--- src/rtl/mc_pkg.sv ---
// Shared encodings for the multi-cycle control FSM: state enum, opcode
// constants, and the ALU operand/operation select codes.
package mc_pkg;

    typedef enum logic [3:0] {
        S_FETCH     = 4'd0,
        S_DECODE    = 4'd1,
        S_EXEC_R    = 4'd2,
        S_EXEC_ADDR = 4'd3,
        S_MEM_RD    = 4'd4,
        S_MEM_WR    = 4'd5,
        S_WB_R      = 4'd6,
        S_WB_LD     = 4'd7,
        S_BRANCH    = 4'd8,
        S_TRAP      = 4'd9
    } state_e;

    localparam logic [6:0] OP_R      = 7'b0110011;
    localparam logic [6:0] OP_LOAD   = 7'b0000011;
    localparam logic [6:0] OP_STORE  = 7'b0100011;
    localparam logic [6:0] OP_BRANCH = 7'b1100011;

    localparam logic [1:0] SRC_B_RS2    = 2'b00;
    localparam logic [1:0] SRC_B_FOUR   = 2'b01;
    localparam logic [1:0] SRC_B_IMM    = 2'b10;
    localparam logic [1:0] SRC_B_BR_IMM = 2'b11;

    localparam logic [1:0] ALU_ADD   = 2'b00;
    localparam logic [1:0] ALU_SUB   = 2'b01;
    localparam logic [1:0] ALU_FUNCT = 2'b10;

endpackage

--- src/rtl/multi_cycle_ctrl.sv ---
// Multi-cycle RISC-V style control unit: sequences fetch, decode, execute,
// memory and writeback for R-type, load, store and beq; any other opcode
// parks the FSM in a sticky TRAP state until reset. Also counts retired
// instructions.
module multi_cycle_ctrl
    import mc_pkg::*;
#(
    parameter int INSTRET_WIDTH = 32
) (
    input  logic                     clk,
    input  logic                     reset,
    input  logic [6:0]               opcode,
    input  logic                     alu_zero,
    input  logic                     imem_ready,
    input  logic                     dmem_ready,
    output logic                     imem_req,
    output logic                     dmem_req,
    output logic                     ir_write,
    output logic                     pc_write,
    output logic                     pc_src,
    output logic                     alu_src_a,
    output logic [1:0]               alu_src_b,
    output logic [1:0]               alu_op,
    output logic                     mem_read,
    output logic                     mem_write,
    output logic                     mem_to_reg,
    output logic                     reg_write,
    output logic                     trap,
    output logic [INSTRET_WIDTH-1:0] instret,
    output logic [3:0]               state
);

    state_e                   state_q, state_d;
    logic                     trap_q, trap_d;
    logic [INSTRET_WIDTH-1:0] instret_q, instret_d;
    logic                     retire;

    // State, trap flag and retire counter registers.
    // NOTE: reset here is synchronous and has priority over every transition
    // and retire in the same cycle, so an in-flight access is simply dropped.
    always_ff @(posedge clk) begin
        if (reset) begin
            state_q   <= S_FETCH;
            trap_q    <= 1'b0;
            instret_q <= '0;
        end else begin
            // NOTE: non-blocking assignments keep all registers updating from
            // the same pre-edge values regardless of statement order.
            state_q   <= state_d;
            trap_q    <= trap_d;
            instret_q <= instret_d;
        end
    end

    // Next-state logic: requests hold their state until the matching ready.
    always_comb begin
        // NOTE: default first so no path leaves state_d unassigned (no latch).
        state_d = state_q;
        unique case (state_q)
            S_FETCH:     if (imem_ready) state_d = S_DECODE;
            S_DECODE: begin
                unique case (opcode)
                    OP_R:              state_d = S_EXEC_R;
                    OP_LOAD, OP_STORE: state_d = S_EXEC_ADDR;
                    OP_BRANCH:         state_d = S_BRANCH;
                    default:           state_d = S_TRAP;
                endcase
            end
            S_EXEC_R:    state_d = S_WB_R;
            S_EXEC_ADDR: state_d = (opcode == OP_LOAD) ? S_MEM_RD : S_MEM_WR;
            S_MEM_RD:    if (dmem_ready) state_d = S_WB_LD;
            S_MEM_WR:    if (dmem_ready) state_d = S_FETCH;
            S_WB_R:      state_d = S_FETCH;
            S_WB_LD:     state_d = S_FETCH;
            S_BRANCH:    state_d = S_FETCH;
            S_TRAP:      state_d = S_TRAP;
            default:     state_d = S_FETCH;
        endcase
    end

    // Output decode per state; everything is forced low while reset is high.
    always_comb begin
        imem_req   = 1'b0;
        dmem_req   = 1'b0;
        ir_write   = 1'b0;
        pc_write   = 1'b0;
        pc_src     = 1'b0;
        alu_src_a  = 1'b0;
        alu_src_b  = SRC_B_RS2;
        alu_op     = ALU_ADD;
        mem_read   = 1'b0;
        mem_write  = 1'b0;
        mem_to_reg = 1'b0;
        reg_write  = 1'b0;
        if (!reset) begin
            unique case (state_q)
                S_FETCH: begin
                    imem_req  = 1'b1;
                    alu_src_b = SRC_B_FOUR;
                    ir_write  = imem_ready;
                    pc_write  = imem_ready;
                end
                S_DECODE: begin
                    alu_src_b = SRC_B_BR_IMM;
                end
                S_EXEC_R: begin
                    alu_src_a = 1'b1;
                    alu_op    = ALU_FUNCT;
                end
                S_EXEC_ADDR: begin
                    alu_src_a = 1'b1;
                    alu_src_b = SRC_B_IMM;
                end
                S_MEM_RD: begin
                    dmem_req = 1'b1;
                    mem_read = 1'b1;
                end
                S_MEM_WR: begin
                    dmem_req  = 1'b1;
                    mem_write = 1'b1;
                end
                S_WB_R: begin
                    reg_write = 1'b1;
                end
                S_WB_LD: begin
                    reg_write  = 1'b1;
                    mem_to_reg = 1'b1;
                end
                S_BRANCH: begin
                    alu_src_a = 1'b1;
                    alu_op    = ALU_SUB;
                    pc_src    = 1'b1;
                    pc_write  = alu_zero;
                end
                default: ;
            endcase
        end
    end

    // Retire detection, counter increment (wraps naturally) and sticky trap.
    always_comb begin
        retire = (state_q == S_WB_R) || (state_q == S_WB_LD) ||
                 (state_q == S_BRANCH) ||
                 ((state_q == S_MEM_WR) && dmem_ready);
        instret_d = retire ? instret_q + 1'b1 : instret_q;
        trap_d    = trap_q || (state_d == S_TRAP);
    end

    assign trap    = trap_q;
    assign instret = instret_q;
    assign state   = state_q;

endmodule
--- config.mk ---
export PLATFORM = sky130hd
export DESIGN_NAME = multi_cycle_ctrl
export DESIGN_NICKNAME = d
export VERILOG_FILES = /design/src/rtl/mc_pkg.sv /design/src/rtl/multi_cycle_ctrl.sv
export SDC_FILE = /design/constraint.sdc
export NUM_CORES = 1
export LEC_CHECK = 0
export ABC_CLOCK_PERIOD_IN_PS = 2200
export BUFFER_PORTS_ARGS = -buffer_cell sky130_fd_sc_hd__buf_2
export CORE_UTILIZATION = 50
export DETAILED_ROUTE_END_ITERATION = 10
export PLACE_DENSITY = 0.84
export SLEW_MARGIN = 10
export SYNTH_ARGS = -nofsm -noshare
export SYNTH_HDL_FRONTEND = slang
export SYNTH_SLANG_ARGS = --single-unit
--- constraint.sdc ---
create_clock -name clk -period 2.2 [get_ports clk]
set_input_delay 0.22 -clock clk [delete_from_list [all_inputs] [get_ports clk]]
set_output_delay 0.22 -clock clk [all_outputs]
set_load 0.02 [all_outputs]
==> flow_metrics.env, run 1 <==
export IMPL_track_usage_pct=23.4
export IMPL_grt_pass1_wl_mm=7.47
export IMPL_endpoint_kind="register"
export IMPL_first_iter_violations=79
export IMPL_relSlewSlack_pct=74.5
export IMPL_cts_sinks=37
export IMPL_post_cts_resized=0
export IMPL_areaGrowthSynthToFinish_pct=28.1
export IMPL_grt_start_max_net_pins=24
export IMPL_die_h_um=64.0
export IMPL_dp_slack_ns=0.0598
export IMPL_cts_root_buf="clkbuf_8"
export IMPL_start_kind="register"
export IMPL_cts_hold_buf=0
export IMPL_fp_row_count=22
export IMPL_postCtsSetupBuffers=0
export IMPL_io_pins=63
export IMPL_setup_viol=0
export IMPL_htreeDepth=2
export IMPL_diodes=0
export IMPL_syn_area_um2=1920
export IMPL_crit_type="reg -> reg"
export IMPL_min_path_cells=3
export IMPL_synth_top_cells_by_count="37 x dfxtp_1, 36 x nor2_1, 14 x a21oi_1, 14 x xor2_1, 13 x nand2_1"
export IMPL_drt_wirelength_per_cell_um=12.3
export IMPL_setup_tns_ns=0
export IMPL_hpwl_mm=3.19
export IMPL_clock_fmax_mhz=473
export IMPL_grt_remaining_overflow=0
export IMPL_ys_warnings_count=0
export IMPL_drc_errors=0
export IMPL_yosys_area_top_type="dfxtp_1"
export IMPL_period_share_pct=96.1
export IMPL_maxCapViolCount=0
export IMPL_synth_edf_count=0
export IMPL_critPathMaxFanout=12
export IMPL_ys_ff_latch=37
export IMPL_die_x_um=64.0
export IMPL_worstPathArrival_ns=2.34
export IMPL_ys_types=47
export IMPL_required_ns=2.43
export IMPL_vias=1922
export IMPL_gp_congestion=0.767
export IMPL_tritoncts="yes"
export IMPL_first_pass_iters=4
export IMPL_cts_path_max_buffers=2
export IMPL_skew_ns=0.00415
export IMPL_die_area_um2=4100
export IMPL_numCtsBuffers=5
export IMPL_synth_top_area_share_pct=38.5
export IMPL_path_clk_slew_ns=0.07
export IMPL_final_nets=321
export IMPL_r2r_cells=5
export IMPL_syn_instance_count=236
export IMPL_start_util_pct=52.2
export IMPL_fp_coreArea_um2=3690
export IMPL_antenna_found_initial=0
export IMPL_ir_drop_mv=0.382
export IMPL_worst_slew_pin_slew_ns=0.379
export IMPL_p_leak_nw=1.07
export IMPL_seq_area_frac_synth_pct=38.5
export IMPL_hold_viol_final=0
export IMPL_outcome="complete, no violations"
export IMPL_hold_path_end="state[3]$_SDFF_PP0_"
export IMPL_via_per_inst=5.38
export IMPL_drive_gt1_share_pct=29.8
export IMPL_io_buffers=62
export IMPL_ff2ff_setup_slack_ns=0.09
export IMPL_power_density_nw_per_um2=602
export IMPL_min_path_type="in -> reg"
export IMPL_insertion_delay_ns=0.29
export IMPL_min_from="opcode[6]"
export IMPL_synth_most_common_cell="dfxtp_1"
export IMPL_r2r_start="instret[5]$_SDFFE_PP0P_"
export IMPL_period_minus_slack_ns=2.11
export IMPL_syn_num_nets=249
export IMPL_first_global_vias=1709
export IMPL_synth_area_leaders="dfxtp_1 38%, nor2_1 7.0%, xor2_1 6.4%, xnor2_1 4.1%, a21oi_1 3.6%"
export IMPL_rsz0062_at_grt="false"
export IMPL_final_antenna_net_count=0
export IMPL_syn_area_per_cell_um2=8.15
export IMPL_async_flop_share_pct=0
export IMPL_r2r_end="instret[19]$_SDFFE_PP0P_"
export IMPL_synth_top_flop_cell="dfxtp_1"
export IMPL_worst_slack_ns=0.0866
export IMPL_drv_slew=0
export IMPL_routed_wirelength_mm=4.40
[registers in the layout, summed over array words and instances (netlist names)]
name,count
state,4
instret,32
trap,1
[power breakdown]
group          leakage (nW)  total (mW)  switching, mW  internal, mW
Clock                0.0585       0.606          0.237         0.369
Combinational         0.713       0.187          0.116        0.0711
Sequential            0.299       0.690        0.00951         0.680
Total                  1.07        1.48          0.362          1.12
[worst max-delay path, stage by stage, from the launching register on]
cell and delay [ns]:
dfxtp_1 0.40, nand4_2 0.19, or2_4 0.31, or4b_4 0.59, or3_2 0.43, a21oi_1 0.14
[cell families (layout without fill, tap and decap cells)]
family	after synthesis	count (layout)	share of synthesized area (%)
xor gates and xnor gates	23	23	10.5
DFF	37	37	38.5
AOI/OAI and AO/OA	31	31	9.30
muxes	4	4	2.08
and+or+nand+nor	124	124	34.9
adders and majority gates	1	1	0.650
buffers and inverters	16	89	4.10
[how the worst max path moves through the flow]
stage | startpoint | end | slack [ns] | cells past startpoint
2_1_floorplan | instret[4]$_SDFFE_PP0P_ | instret[23]$_SDFFE_PP0P_ | 0.08 | 6
3_3_place_gp | instret[3]$_SDFFE_PP0P_ | instret[19]$_SDFFE_PP0P_ | 0.15 | 5
3_5_place_dp | instret[3]$_SDFFE_PP0P_ | instret[19]$_SDFFE_PP0P_ | 0.06 | 5
4_1_cts | instret[3]$_SDFFE_PP0P_ | instret[19]$_SDFFE_PP0P_ | 0.06 | 5
5_1_grt | instret[5]$_SDFFE_PP0P_ | instret[19]$_SDFFE_PP0P_ | 0.006 | 5
6_report | instret[5]$_SDFFE_PP0P_ | instret[19]$_SDFFE_PP0P_ | 0.09 | 5
[through the flow]
step | instance area (um^2) | hold WS [ns] | util (%) | power (mW) | instances
floorplan | 1920 | 0.400 | - | 0.828 | 236
global placement | 2350 | 0.441 | 63.6 | 0.888 | 349
detailed placement | 2350 | 0.447 | 63.6 | 0.890 | 349
CTS | 2460 | 0.288 | 66.8 | 1.49 | 357
global route | 2460 | 0.295 | 66.8 | 1.54 | 357
finish | 2460 | 0.289 | 66.8 | 1.48 | 357
[layout make-up]
cell class,instances,area [um^2]
clock buffers,7,86.3
inverters,3,11.3
well taps,48,60.1
multi-input cells,183,1100
repair buffers,78,430
fillers,311,1220
clock inverters,1,30.0
flip-flops and latches,37,742
[routing by layer]
layer	global-route usage (%)	wire length (um)	part of all wire (%)
met1	28.5	2010	46
met5	0	0	0
met3	5.89	212	4.8
met4	10.8	42	0.95
met2	38.3	2140	49
[placed cells by master, fill, tap and decap left out, types with 2 or more instances in the layout]
| cell type | instances |
|---|---|
| dfxtp_1 | 36 |
| nor4_1 | 7 |
| nand3_1 | 8 |
| buf_4 | 16 |
| buf_2 | 62 |
| nor2b_1 | 2 |
| clkbuf_8 | 6 |
| and3_1 | 5 |
| or3_1 | 8 |
| xnor2_1 | 9 |
| nor2_1 | 36 |
| xor2_1 | 14 |
| nand2b_1 | 4 |
| or3_2 | 2 |
| a21oi_1 | 14 |
| inv_1 | 3 |
| o21ai_0 | 9 |
| nand2_1 | 13 |
| and2_1 | 4 |
| nor3_1 | 10 |
| nand4_1 | 11 |
| mux2i_1 | 4 |
| or4_1 | 2 |
No activity file was read; power rests on OpenSTA's default activity.
==> run 2: changes to the inputs <==
Settings changed: CORE_UTILIZATION 50 to 40, PLACE_DENSITY 0.84 to 0.71.
==> run 2 against run 1 <==
  * The flow now finishes with violations (DRC)
  * First-iteration DRC count down 11%
  * Critical path depth unchanged
  * Clock skew up 0.0054 ns
  * Worst hold slack worse by 0.031 ns
  * Final cell count up 2.2%
  * Setup slack better by 0.013 ns
  * Power down 4.5%
  * Highest routed layer unchanged
==> flow_metrics.env, run 2 (synthesis gave the netlist of run 1 again) <==
export IMPL_grt_remaining_overflow=0
export IMPL_period_minus_slack_ns=2.10
export IMPL_period_share_pct=95.5
export IMPL_final_antenna_net_count=0
export IMPL_areaGrowthSynthToFinish_pct=29.1
export IMPL_io_buffers=62
export IMPL_track_usage_pct=18.4
export IMPL_worstPathArrival_ns=2.34
export IMPL_power_density_nw_per_um2=570
export IMPL_clock_fmax_mhz=476
export IMPL_start_util_pct=43.0
export IMPL_drive_gt1_share_pct=31.0
export IMPL_nFillCells=422
export IMPL_crit_type="reg -> reg"
export IMPL_total_power_mw=1.42
export IMPL_layout_common_cells="62 x buf_2, 36 x nor2_1, 36 x dfxtp_1"
export IMPL_fp_row_count=24
export IMPL_hpwl_mm=3.31
export IMPL_antenna_found_initial=0
export IMPL_cp_cell_sequence="nand4_2 -> or2_4 -> or4b_4 -> or3_2 -> a21oi_1"
export IMPL_skew_ns=0.00956
export IMPL_setup_viol=0
export IMPL_cts_path_max_buffers=2
export IMPL_start_kind="register"
export IMPL_slowest_stage="or4b_4"
export IMPL_first_iter_violations=70
export IMPL_drc_errors=4
export IMPL_final_nets=325
export IMPL_cp_startpoint="instret[5]$_SDFFE_PP0P_"
export IMPL_max_stage_delay_ns=0.59
export IMPL_ir_drop_mv=0.517
export IMPL_cp_num_buf_inv=0
export IMPL_violations="DRC"
export IMPL_gp_congestion=0.773
export IMPL_min_path_type="in -> reg"
export IMPL_wl_met1_mm=2.14
export IMPL_r2r_start="instret[5]$_SDFFE_PP0P_"
export IMPL_diodes=0
export IMPL_htreeDepth=2
export IMPL_die_h_um=71.4
export IMPL_io_pins=63
export IMPL_routed_wirelength_mm=4.51
export IMPL_hold_viol_final=0
export IMPL_insertion_delay_ns=0.30
export IMPL_first_pass_iters=7
export IMPL_routed_top_layer="met4"
export IMPL_r2r_cells=5
export IMPL_final_cells=365
export IMPL_cts_root_buf="clkbuf_8"
export IMPL_drt_wirelength_per_cell_um=12.4
export IMPL_ff2ff_setup_slack_ns=0.1
export IMPL_rsz0062_at_grt="false"
export IMPL_path_delay_family="simple AND/OR/NAND/NOR gates"
export IMPL_grt_pass1_wl_mm=7.38
export IMPL_worst_slew_pin_slew_ns=0.410
export IMPL_final_common_cell="buf_2"
export IMPL_relSlewSlack_pct=72.7
export IMPL_maxCapViolCount=0
export IMPL_via_per_inst=5.27
export IMPL_path_clk_slew_ns=0.08
export IMPL_die_area_um2=5090
export IMPL_required_ns=2.44
export IMPL_critical_path_depth=5
export IMPL_largest_register_ffs=32
export IMPL_met2_length_mm=2.09
export IMPL_cts_hold_buf=0
export IMPL_p_leak_nw=1.09
export IMPL_drv_slew=0
export IMPL_wl_met3_um=208
export IMPL_place_area_um2=2380
export IMPL_numCtsBuffers=5
export IMPL_fp_coreArea_um2=4470
export IMPL_grt_start_max_net_pins=23
export IMPL_dp_cells=357
export IMPL_critPathMaxFanout=12
export IMPL_outcome="complete, but fails checks"
export IMPL_die_x_um=71.4
export IMPL_tritoncts="yes"
export IMPL_stdcell_area_um2=2480
export IMPL_endpoint_kind="register"
export IMPL_min_path_cells=3
export IMPL_first_global_vias=1672
export IMPL_setup_tns_ns=0
export IMPL_cts_sinks=37
export IMPL_vias=1925
export IMPL_min_from="dmem_ready"
export IMPL_holdWs_ns=0.258
==> run 2: worst paths after layout <==
check / to
max: instret[19]$_SDFFE_PP0P_
max reg2reg: instret[19]$_SDFFE_PP0P_
min: state[1]$_SDFF_PP0_
min reg2reg: trap$_SDFF_PP0_
==> run 2: tightest hold or removal path, delay by kind of cell <==
kind | cells | cell delay, ns
buffers and inverters | 1 | 0.11
AND/OR/NAND/NOR | 1 | 0.11
AO/OA/AOI/OAI | 1 | 0.07
==> run 2: cell type report <==
cell class | count | area, um^2 | share of cell area, %
Multi-Input combinational cell | 183 | 1100 | 44.5
Sequential cell | 37 | 742 | 29.9
Inverter | 3 | 11.3 | 0.453
Clock inverter | 1 | 5.00 | 0.201
Clock buffer | 7 | 96.3 | 3.88
Timing Repair Buffer | 82 | 460 | 18.5
Tap cell | 52 | 65.1 | 2.62
==> run 2: metrics by stage <==
| stage | utilization, % | worst slack [ns] |
|---|---|---|
| after floorplan | - | 0.0751 |
| after global placement | 53.2 | 0.134 |
| after detailed placement | 53.2 | 0.0952 |
| after CTS | 55.5 | 0.0628 |
| after global routing | 55.5 | 0.00992 |
| final | 55.5 | 0.0992 |
==> run 2: metal layers <==
layer  global-route usage, %  up-vias
met3                    4.78        7
met5                       0        -
met4                    8.00        0
met1                    22.3      880
li1                        -      988
met2                    30.8       50
==> run 2: repair_timing <==
| item | 4_1_cts | 5_1_grt |
|---|---|---|
| endpoints found under the hold margin | 0 | 0 |
| setup buffers | 0 | 0 |
| endpoints found under the setup margin | 0 | 2 |
| resized for setup | 0 | 1 |
==> run 2: power by group <==
part           total [mW]  internal [mW]  switching, mW
clock network       0.534          0.283          0.251
logic               0.194         0.0755          0.119
registers           0.688          0.680        0.00810
total                1.42           1.04          0.377
==> run 3: changes to the inputs <==
--- a/config.mk
+++ b/config.mk
@@ -12,2 +12,3 @@
 export PLACE_DENSITY = 0.71
+export REMOVE_ABC_BUFFERS = 1
 export SLEW_MARGIN = 10
==> constraint.sdc (replaced) <==
create_clock -name clk -period 2.2 [get_ports clk]
set_input_delay 0.44 -clock clk [delete_from_list [all_inputs] [get_ports clk]]
set_output_delay 0.44 -clock clk [all_outputs]
set_load 0.02 [all_outputs]
==> run 3 against run 2 <==
  * The run still ends with DRC left
  * Sequential power about the same
  * Via count decreased by 0.16%
  * Largest cell class unchanged
  * Global-route usage decreased by 0.43 points
  * First-iteration DRC count increased by 69%
  * Critical endpoint is now instret[31]$_SDFFE_PP0P_
  * Clock skew increased by 0.0011 ns
  * Critical path type unchanged
==> flow_metrics.env, run 3 (synthesis gave the netlist of run 1 again) <==
export IMPL_outcome="complete, but fails checks"
export IMPL_violations="DRC"
export IMPL_numCtsBuffers=5
export IMPL_cts_root_buf="clkbuf_8"
export IMPL_total_power_mw=1.40
export IMPL_insertion_delay_ns=0.29
export IMPL_r2r_start="instret[6]$_SDFFE_PP0P_"
export IMPL_first_pass_iters=7
export IMPL_io_pins=63
export IMPL_clock_fmax_mhz=485
export IMPL_stdcell_area_um2=2480
export IMPL_slowest_stage="or4b_4"
export IMPL_vias=1922
export IMPL_endpoint_kind="register"
export IMPL_htreeDepth=2
export IMPL_relSlewSlack_pct=75.4
export IMPL_min_path_cells=2
export IMPL_final_common_cell="buf_2"
export IMPL_p_leak_nw=1.08
export IMPL_postLayoutCoreUtil_pct=55.4
export IMPL_ir_drop_mv=0.469
export IMPL_worst_slack_ns=0.137
export IMPL_power_density_nw_per_um2=566
export IMPL_ff2ff_setup_slack_ns=0.14
export IMPL_rsz0062_at_grt="false"
export IMPL_drt_wirelength_per_cell_um=12.3
export IMPL_setup_viol=0
export IMPL_required_ns=2.42
export IMPL_pwr_share_clk_pct=36.9
export IMPL_diodes=0
export IMPL_first_iter_violations=118
export IMPL_drc_errors=4
export IMPL_intPower_mw=1.04
export IMPL_drv_slew=0
export IMPL_setup_tns_ns=0
export IMPL_nFillCells=435
export IMPL_max_stage_delay_ns=0.58
export IMPL_grt_remaining_overflow=0
export IMPL_areaGrowthSynthToFinish_pct=28.8
export IMPL_start_util_pct=43.0
export IMPL_dp_slack_ns=0.102
export IMPL_cts_sinks=37
export IMPL_drive_gt1_share_pct=31.1
export IMPL_holdWs_ns=0.488
export IMPL_tritoncts="yes"
export IMPL_grt_pass1_wl_mm=7.26
export IMPL_final_antenna_net_count=0
export IMPL_hold_viol_final=0
export IMPL_period_share_pct=93.8
export IMPL_die_x_um=71.4
export IMPL_gp_congestion=0.760
export IMPL_antenna_found_initial=0
export IMPL_die_area_um2=5090
export IMPL_worst_slew_pin_slew_ns=0.365
export IMPL_first_global_vias=1610
export IMPL_final_cells=364
export IMPL_fp_row_count=24
export IMPL_layout_common_cells="62 x buf_2, 36 x nor2_1, 35 x dfxtp_1"
export IMPL_seq_area_um2=743
export IMPL_cp_cell_sequence="nand4_2 -> or2_4 -> or4b_4 -> or4_1 -> a21oi_1"
export IMPL_final_nets=324
export IMPL_die_h_um=71.4
export IMPL_dp_cells=356
export IMPL_path_clk_slew_ns=0.07
export IMPL_min_path_type="reg -> reg"
export IMPL_hpwl_mm=3.34
export IMPL_via_per_inst=5.28
export IMPL_seq_power_share_pct=49.2
export IMPL_cp_num_buf_inv=0
export IMPL_start_kind="register"
export IMPL_place_area_um2=2370
export IMPL_routed_wirelength_mm=4.49
export IMPL_critPathMaxFanout=12
export IMPL_r2r_cells=5
export IMPL_period_minus_slack_ns=2.06
export IMPL_path_delay_family="simple AND/OR/NAND/NOR gates"
export IMPL_largest_register_ffs=32
export IMPL_fp_coreArea_um2=4470
export IMPL_crit_type="reg -> reg"
export IMPL_swShare_pct=25.7
export IMPL_skew_ns=0.0107
export IMPL_grt_start_max_net_pins=19
export IMPL_min_from="trap$_SDFF_PP0_"
export IMPL_hold_path_end="trap$_SDFF_PP0_"
export IMPL_comb_power_share_pct=13.9
export IMPL_postCtsSetupBuffers=0
export IMPL_r2r_end="instret[31]$_SDFFE_PP0P_"
export IMPL_worstPathArrival_ns=2.28
export IMPL_cts_path_max_buffers=2
export IMPL_multi_input_comb_area_um2=1100
export IMPL_maxCapViolCount=0
export IMPL_track_usage_pct=18.0
export IMPL_io_buffers=62
export IMPL_power_switching_mw=0.361
-- run 3: changes by cell type in the layout (fill, tap and decap cells not counted) --
cell / change
dfxtp_1: -1
buf_4: -1
dfxtp_2: +1
-- run 3: what timing repair did --
action | in CTS | in global routing
hold buffers | 0 | 0
endpoints found under the setup margin | 0 | 2
resized for setup | 0 | 2
-- run 3: cell type report --
cell class              instances  share of cell area [%]
well taps                      52                    2.62
inverters                       3                   0.454
clock buffers                   7                    3.89
multi-input cells             183                    44.6
clock inverters                 1                   0.202
flip-flops and latches         37                    30.0
repair buffers                 81                    18.3
-- run 3: worst min-delay path, delay by kind of cell, from the launching register on --
| kind | cells | cell delay (ns) |
|---|---|---|
| flip-flops | 1 | 0.33 |
| AND/OR/NAND/NOR | 1 | 0.07 |
| AO/OA/AOI/OAI | 1 | 0.06 |
-- run 3: routing by layer --
metal,GRT usage [%],share of wire (%)
met3,4.22,5.3
met2,27.6,45
met1,24.8,49
met5,0,0
met4,6.00,1.1
-- run 3: worst max-delay path by stage --
| stage | endpoint | cells after the start | from | slack (ns) |
|---|---|---|---|---|
| after global routing | instret[31]$_SDFFE_PP0P_ | 5 | instret[6]$_SDFFE_PP0P_ | 0.02 |
| after CTS | instret[19]$_SDFFE_PP0P_ | 5 | instret[3]$_SDFFE_PP0P_ | 0.09 |
| after global placement | instret[19]$_SDFFE_PP0P_ | 5 | instret[3]$_SDFFE_PP0P_ | 0.14 |
| final | instret[31]$_SDFFE_PP0P_ | 5 | instret[6]$_SDFFE_PP0P_ | 0.14 |
| after detailed placement | instret[19]$_SDFFE_PP0P_ | 5 | instret[3]$_SDFFE_PP0P_ | 0.10 |
| after floorplan | instret[19]$_SDFFE_PP0P_ | 5 | state[2]$_SDFF_PP0_ | -0.17 |
-- run 3: power groups by stage --
stage	registers [mW]	logic [mW]	clock network, mW
after floorplan	0.728	0.0842	0
after global placement	0.705	0.194	0
after detailed placement	0.705	0.196	0
after CTS	0.689	0.197	0.532
after global routing	0.691	0.216	0.562
final	0.690	0.195	0.517
